$ cat src/rtl/instruction_fetch_queue.sv
// instruction_fetch_queue
//   Fetch stage: owns the PC, issues credit-limited pipelined requests to instruction
//   memory, buffers returned instructions in a DEPTH-entry FIFO and hands them to decode
//   over a valid/ready handshake. Redirect commands flush the queue and drop stale
//   in-flight responses.
//
//   Optional feature macro: FETCH_BYPASS_EN
//     When defined, a kept response arriving while the queue is empty is presented to
//     decode in the same cycle (and skips the queue if decode takes it).
//
// Ports
//   iClk, iReset                 clock, asynchronous active-high reset
//   oInstrMemAddress/Valid       request address (PC) and request valid
//   iInstrMemReady               request accepted when valid && ready
//   iInstrMemData/DataValid      in-order response data and strobe
//   oInstruction/oPC/oNextPC     head-of-queue instruction, its address, address + 1
//   oInstValid, iInstReady       decode handshake
//   iOffset                      jump offset (low 26 bits of the jump target)
//   iBranchAddr/iBranchMissAddr/iRetAddr   redirect targets
//   iBranchCmd/iBranchMissCmd/iJumpCmd/iRetCmd   redirect commands
//   iHalt                        stop issuing new requests

module instruction_fetch_queue #(
    parameter int unsigned           ADDR_W   = 32,
    parameter int unsigned           DATA_W   = 32,
    parameter int unsigned           DEPTH    = 4,
    parameter logic [ADDR_W-1:0]     RESET_PC = '0
) (
    input  logic              iClk,
    input  logic              iReset,
    output logic [ADDR_W-1:0] oInstrMemAddress,
    output logic              oInstrMemValid,
    input  logic              iInstrMemReady,
    input  logic [DATA_W-1:0] iInstrMemData,
    input  logic              iInstrMemDataValid,
    output logic [DATA_W-1:0] oInstruction,
    output logic [ADDR_W-1:0] oPC,
    output logic [ADDR_W-1:0] oNextPC,
    output logic              oInstValid,
    input  logic              iInstReady,
    input  logic [25:0]       iOffset,
    input  logic [ADDR_W-1:0] iBranchAddr,
    input  logic [ADDR_W-1:0] iBranchMissAddr,
    input  logic [ADDR_W-1:0] iRetAddr,
    input  logic              iBranchCmd,
    input  logic              iBranchMissCmd,
    input  logic              iJumpCmd,
    input  logic              iRetCmd,
    input  logic              iHalt
);

    localparam int unsigned PTR_W = $clog2(DEPTH);
    localparam int unsigned CNT_W = PTR_W + 1;
    localparam logic [CNT_W:0] DEPTH_C = (CNT_W + 1)'(DEPTH);

    logic [ADDR_W-1:0] pcQ;
    logic [ADDR_W-1:0] respPcQ;     // address of the next response that will be kept
    logic [PTR_W-1:0]  headQ;
    logic [PTR_W-1:0]  tailQ;
    logic [CNT_W-1:0]  countQ;
    logic [CNT_W-1:0]  inflightQ;
    logic [CNT_W-1:0]  discardQ;    // stale responses still to be dropped

    logic [DATA_W-1:0] dataMem [DEPTH];
    logic [ADDR_W-1:0] pcMem   [DEPTH];

    logic              redirect;
    logic [ADDR_W-1:0] target;
    logic              queueValid;
    logic              respKeep;
    logic              bypassActive;
    logic              accept;
    logic              pop;
    logic              push;

    assign redirect   = iBranchCmd | iBranchMissCmd | iJumpCmd | iRetCmd;
    assign queueValid = (countQ != '0);
    assign respKeep   = iInstrMemDataValid && !redirect && (discardQ == '0);

`ifdef FETCH_BYPASS_EN
    assign bypassActive = respKeep && !queueValid;
`else
    assign bypassActive = 1'b0;
`endif

    always_comb begin
        target = {oNextPC[ADDR_W-1:26], iOffset};
        if (iBranchMissCmd) begin
            target = iBranchMissAddr;
        end else if (iRetCmd) begin
            target = iRetAddr;
        end else if (iBranchCmd) begin
            target = iBranchAddr;
        end
    end

    always_comb begin
        oInstruction = '0;
        oPC          = '0;
        if (queueValid) begin
            oInstruction = dataMem[headQ];
            oPC          = pcMem[headQ];
        end else if (bypassActive) begin
            oInstruction = iInstrMemData;
            oPC          = respPcQ;
        end
    end

    assign oInstValid = queueValid || bypassActive;
    assign oNextPC    = oInstValid ? oPC + ADDR_W'(1) : '0;

    // Credit rule: queued entries plus outstanding requests never exceed DEPTH.
    assign oInstrMemValid   = !iReset && !iHalt && !redirect &&
                              (({1'b0, countQ} + {1'b0, inflightQ}) < DEPTH_C);
    assign oInstrMemAddress = pcQ;

    assign accept = oInstrMemValid && iInstrMemReady;
    assign pop    = queueValid && iInstReady && !redirect;
    // A bypassed instruction taken by decode this cycle never enters the queue.
    assign push   = respKeep && !(bypassActive && iInstReady);

    always_ff @(posedge iClk or posedge iReset) begin
        if (iReset) begin
            pcQ       <= RESET_PC;
            respPcQ   <= RESET_PC;
            headQ     <= '0;
            tailQ     <= '0;
            countQ    <= '0;
            inflightQ <= '0;
            discardQ  <= '0;
        end else begin
            inflightQ <= inflightQ + CNT_W'(accept) - CNT_W'(iInstrMemDataValid);
            if (redirect) begin
                pcQ      <= target;
                respPcQ  <= target;
                headQ    <= '0;
                tailQ    <= '0;
                countQ   <= '0;
                discardQ <= inflightQ - CNT_W'(iInstrMemDataValid);
            end else begin
                if (accept) begin
                    pcQ <= pcQ + ADDR_W'(1);
                end
                if (respKeep) begin
                    respPcQ <= respPcQ + ADDR_W'(1);
                end
                if (pop) begin
                    headQ <= headQ + PTR_W'(1);
                end
                if (push) begin
                    tailQ <= tailQ + PTR_W'(1);
                end
                countQ <= countQ + CNT_W'(push) - CNT_W'(pop);
                if (iInstrMemDataValid && (discardQ != '0)) begin
                    discardQ <= discardQ - CNT_W'(1);
                end
            end
        end
    end

    always_ff @(posedge iClk) begin
        if (push) begin
            dataMem[tailQ] <= iInstrMemData;
            pcMem[tailQ]   <= respPcQ;
        end
    end

endmodule

$ cat config.mk
export PLATFORM = sky130hd
export DESIGN_NAME = instruction_fetch_queue
export DESIGN_NICKNAME = d
export VERILOG_FILES = /design/src/rtl/instruction_fetch_queue.sv
export SDC_FILE = /design/constraint.sdc
export NUM_CORES = 1
export LEC_CHECK = 0
export ABC_AREA = 0
export CAP_MARGIN = 20
export CORE_MARGIN = 3
export CORE_UTILIZATION = 53
export DETAILED_ROUTE_END_ITERATION = 8
export PLACE_DENSITY = 0.89
export SYNTH_ARGS = -nofsm -noshare
export SYNTH_HDL_FRONTEND = slang
export SYNTH_SLANG_ARGS = --single-unit
$ cat constraint.sdc
create_clock -name iClk -period 4.5 [get_ports iClk]
set_clock_uncertainty 0.15 [all_clocks]
set_input_delay 0.675 -clock iClk [delete_from_list [all_inputs] [get_ports iClk]]
set_output_delay 0.675 -clock iClk [all_outputs]
set_load 0.03 [all_outputs]
==> results summary <==
The reported net switching power is 1.697 mW. The starting density of the core is 0.5403. The proportion of power drawn by combinational gates came out at 0.103.

For this run, the register share of the synthesized area comes to 0.5988. The signal on the critical path passes through buf_12, mux4_1, and3_1, and4bb_2, nand4_1, xor2_1, and2_1, buf_12. The largest individual stage delay along the critical path comes from the cell mux4_1.

The overall track demand over capacity in global routing is 0.2784. After filler insertion, the fill cell instance count of the layout stands at 1980. The maximum vdd ir drop came out at 0.0002639 V.

The first global-routing pass estimated 70050 um of wire. The share of total power dissipated in sequential elements is 0.496. The overall die area came out at 32420 um^2. For the worst setup path, the data arrival time is 3520 ps.

The commonest non-fill, non-tap cell in the layout is clkdlybuf4s50_1. The post-synthesis instance area came out at 16060 um^2. The initial antenna violation count is 0. The number of placed I/O pins is 294. The number of enable flip-flop cells after synthesis is 256.

The power density over the cells came out at 346.7 nW/um^2. The clock-pin slew on the worst setup and hold paths came out at 60 ps. The global placer's final weighted congestion came out at 0.9634. The iteration count of the initial detailed-routing pass is 9. The final critical path time including I/O delays and setup is 4345 ps. The maximum fanout encountered on the critical timing path came out at 40. The main flop type after synthesis is edfxtp_1. In this run the static leakage power is 7.291 nW. The count of mapped cells out of synthesis is 1261. The internal portion of the total power is 5.538 mW. Compared with the post-synthesis result, the final layout area differs by 29.99%. The count of input and output buffers is 293.

In this run the horizontal extent of the chip is 180.1 um. Counting stages on the worst path, the most repeated cell is buf_12. Setup repair after global routing left no endpoint under its margin.

After floorplanning, the core was sized to cover 29720 um^2. Synthesis produced a netlist with a net count of 1444. The count of buffering cells on the critical path with inverters included is 2. The delay contributed by the slowest stage of the critical path is 700 ps.

The maximum number of pins on one net before global-route repair came out at 69. The startpoint kind of the worst setup timing path is a flip-flop. The clock network power share is 0.401. The number of hold-repair buffers added at the cts stage is 0. The tightest hold margin is 389.6 ps.

The worst-skew pair later-pin latency came out at 510 ps. The CTS sink count came out at 333. STA classifies the critical path endpoint as a primary output. The run finished, with violations left. The final layout contains routed wiring with a total length of 45730 um. The synthesized area per cell is 12.73 um^2.

The CTS tree is done. The DRC violation count after routing is 3. The portion of the clock cycle consumed by the worst path in the final layout came out at 0.9656. The top cell types in the final layout, fill and taps aside, are 269 x clkdlybuf4s50_1, 256 x edfxtp_1, 116 x nand2_1. Of the cells placed in the final design, the portion with a size suffix greater than 1 is 0.1226. The kind of path behind the tightest hold check is flip-flop to flip-flop. The required time at the endpoint of the critical path is 3670 ps. The tightest slew margin relative to the limit is 0.4149. The root buffer cell is clkbuf_16. Of the total power, the share spent switching nets is 0.2345. The number of buffers added by the clock tree synthesis step is 34. The combined area of the multi-input logic cells came out at 6013 um^2. The final reports fail on design-rule violations. The pin slew with the least headroom to its limit came out at 877.7 ps. Dividing the detail-routed wire length by the instance count gives 23.18 um. In this run the remaining antenna-violating nets after routing total 0. The via count of the first global-routing pass was 12010.

Max-cap violations in this run came to 0. The number of warnings printed during yosys synthesis is 0. Adding up every negative setup slack in the final design gives 0 ps. The post-synthesis register bit count came out at 333. The final number of hold-violating endpoints is 0. The number of max-slew violations in the final report is 0. Derived from the worst setup path, the maximum achievable clock frequency is 230.1 MHz. The cell family with the largest share of critical-path delay is simple AND/OR/NAND/NOR gates. The storage element area came out at 9622 um^2. The final number of setup-violating endpoints is 0.

The remaining global-route overflow came out at 0. The floorplan step set the die height to 180.1 um. The number of distinct standard cells referenced by the synthesized netlist is 66. The row count came out at 63. In the synthesized netlist the async set-or-reset flop fraction comes to 0.2312. The final cell utilization of the core came out at 0.7023.

The worst setup path is of the flip-flop to primary output kind. The total via count in the routed design came out at 12030. In this run the number of H-tree levels came out at 2. The count of routing violations after the opening detailed-route iteration is 1202. The HPWL reported at the end of detailed placement is 31700 um. The number of nets in the final layout is 1739.

The clock passes through at most 3 buffers. The via density per instance came out at 6.099.
[layout make-up]
class / count / share of cell area
Clock buffer: 45 / 0.04628
Antenna cell: 1 / 0.0001199
Multi-Input combinational cell: 829 / 0.2881
Timing Repair Buffer: 322 / 0.1652
Inverter: 36 / 0.006595
Clock inverter: 17 / 0.009233
Sequential cell: 333 / 0.4610
Tap cell: 390 / 0.02338
[Yosys cell counts (all sizes together), types with 2 or more instances]
master	number	area, um^2
nand2b	8	50.05
nand4	21	137.6
fa	2	40.04
nand2	117	441.7
a221oi	2	17.52
buf	18	142.6
o31a	3	26.28
xnor2	32	280.3
nor2	110	415.4
edfxtp	256	7687
inv	36	137.6
a211oi	8	60.06
clkbuf	45	170.2
a222oi	7	70.07
nor2b	2	12.51
xor2	35	306.5
a31oi	6	37.54
a21oi	116	588.1
a221o	2	20.02
and3	22	138.9
mux2i	24	240.2
nor4	10	107.6
dfrtp	77	1927
or3	7	48.80
and4	3	26.28
or4	2	18.77
nand3	41	205.2
o22a	2	17.52
nor3	17	90.09
o21a	3	22.52
or2	4	25.02
ha	17	212.7
and2	71	444.2
o22ai	2	12.51
o21ai	52	260.2
mux2	2	22.52
mux4	63	1438
o31ai	3	22.52
a211o	2	17.52
[flip-flops by register name, indices dropped and copies added (netlist names)]
signal and count:
discardQ 3, headQ 2, tailQ 2, inflightQ 3
oInstrMemAddress 32, pcMem 128, dataMem 128, countQ 3
respPcQ 32
[cell families (layout without fill, tap and decap cells)]
logic type,count (synthesis),count (layout),synth area share
XOR/XNOR,67,67,0.03655
buffers and inverters,99,420,0.02806
AND/OR/NAND/NOR,439,439,0.1382
other,0,1,0
flip-flops,333,333,0.5988
adder cells (fa/ha/maj),19,19,0.01574
AO/OA/AOI/OAI,215,215,0.07676
multiplexers,89,89,0.1059
[stage by stage]
stage                     instances  setup slack (ps)  instance area, um^2  power (mW)
after floorplan                1261             189.1                16060       3.997
after global placement         1908             607.3                19680       4.356
after detailed placement       1908             527.7                19680       4.384
after CTS                      1970             97.09                20850       7.275
after global routing           1972             22.38                20870       7.483
final                          1973             154.7                20870       7.235
[power by group through the flow]
| stage | Sequential [mW] | Combinational (mW) | Clock (mW) |
|---|---|---|---|
| finish | 3.59 | 0.744 | 2.90 |
| global route | 3.61 | 0.812 | 3.06 |
| CTS | 3.59 | 0.743 | 2.95 |
| detailed placement | 3.65 | 0.739 | 0 |
| global placement | 3.64 | 0.719 | 0 |
| floorplan | 3.66 | 0.341 | 0 |
[final timing paths]
| kind | start | cells past startpoint | slack [ps] | to |
|---|---|---|---|---|
| max | headQ[0]$_DFFE_PP0P_ | 8 | 150 | oNextPC[26] |
| min | inflightQ[0]$_DFF_PP0_ | 1 | 390 | inflightQ[0]$_DFF_PP0_ |
| max reg2reg | countQ[2]$_DFF_PP0_ | 13 | 1130 | inflightQ[2]$_DFF_PP0_ |
| min reg2reg | inflightQ[0]$_DFF_PP0_ | 1 | 390 | inflightQ[0]$_DFF_PP0_ |
| max in group asynchronous | iReset | 3 | 2910 | oInstrMemAddress[30]$_DFFE_PP0P_ |
| min in group asynchronous | iReset | 2 | 420 | countQ[2]$_DFF_PP0_ |
[routing by layer]
layer,up-vias,global-route usage,routed length (um),part of all wire
met1,5814,0.3621,16670,0.36
met5,-,0,0,0
met3,136,0.05228,4493,0.098
met2,804,0.4643,22320,0.49
met4,0,0.1179,2245,0.049
li1,5279,-,-,-
[what timing repair did]
action                     in CTS  in global routing
setup endpoints to repair       1                  5
pin swaps                       0                  1
gates resized for setup         1                  3
setup buffers                   0                  2
Power figures use the tool's default switching activity.
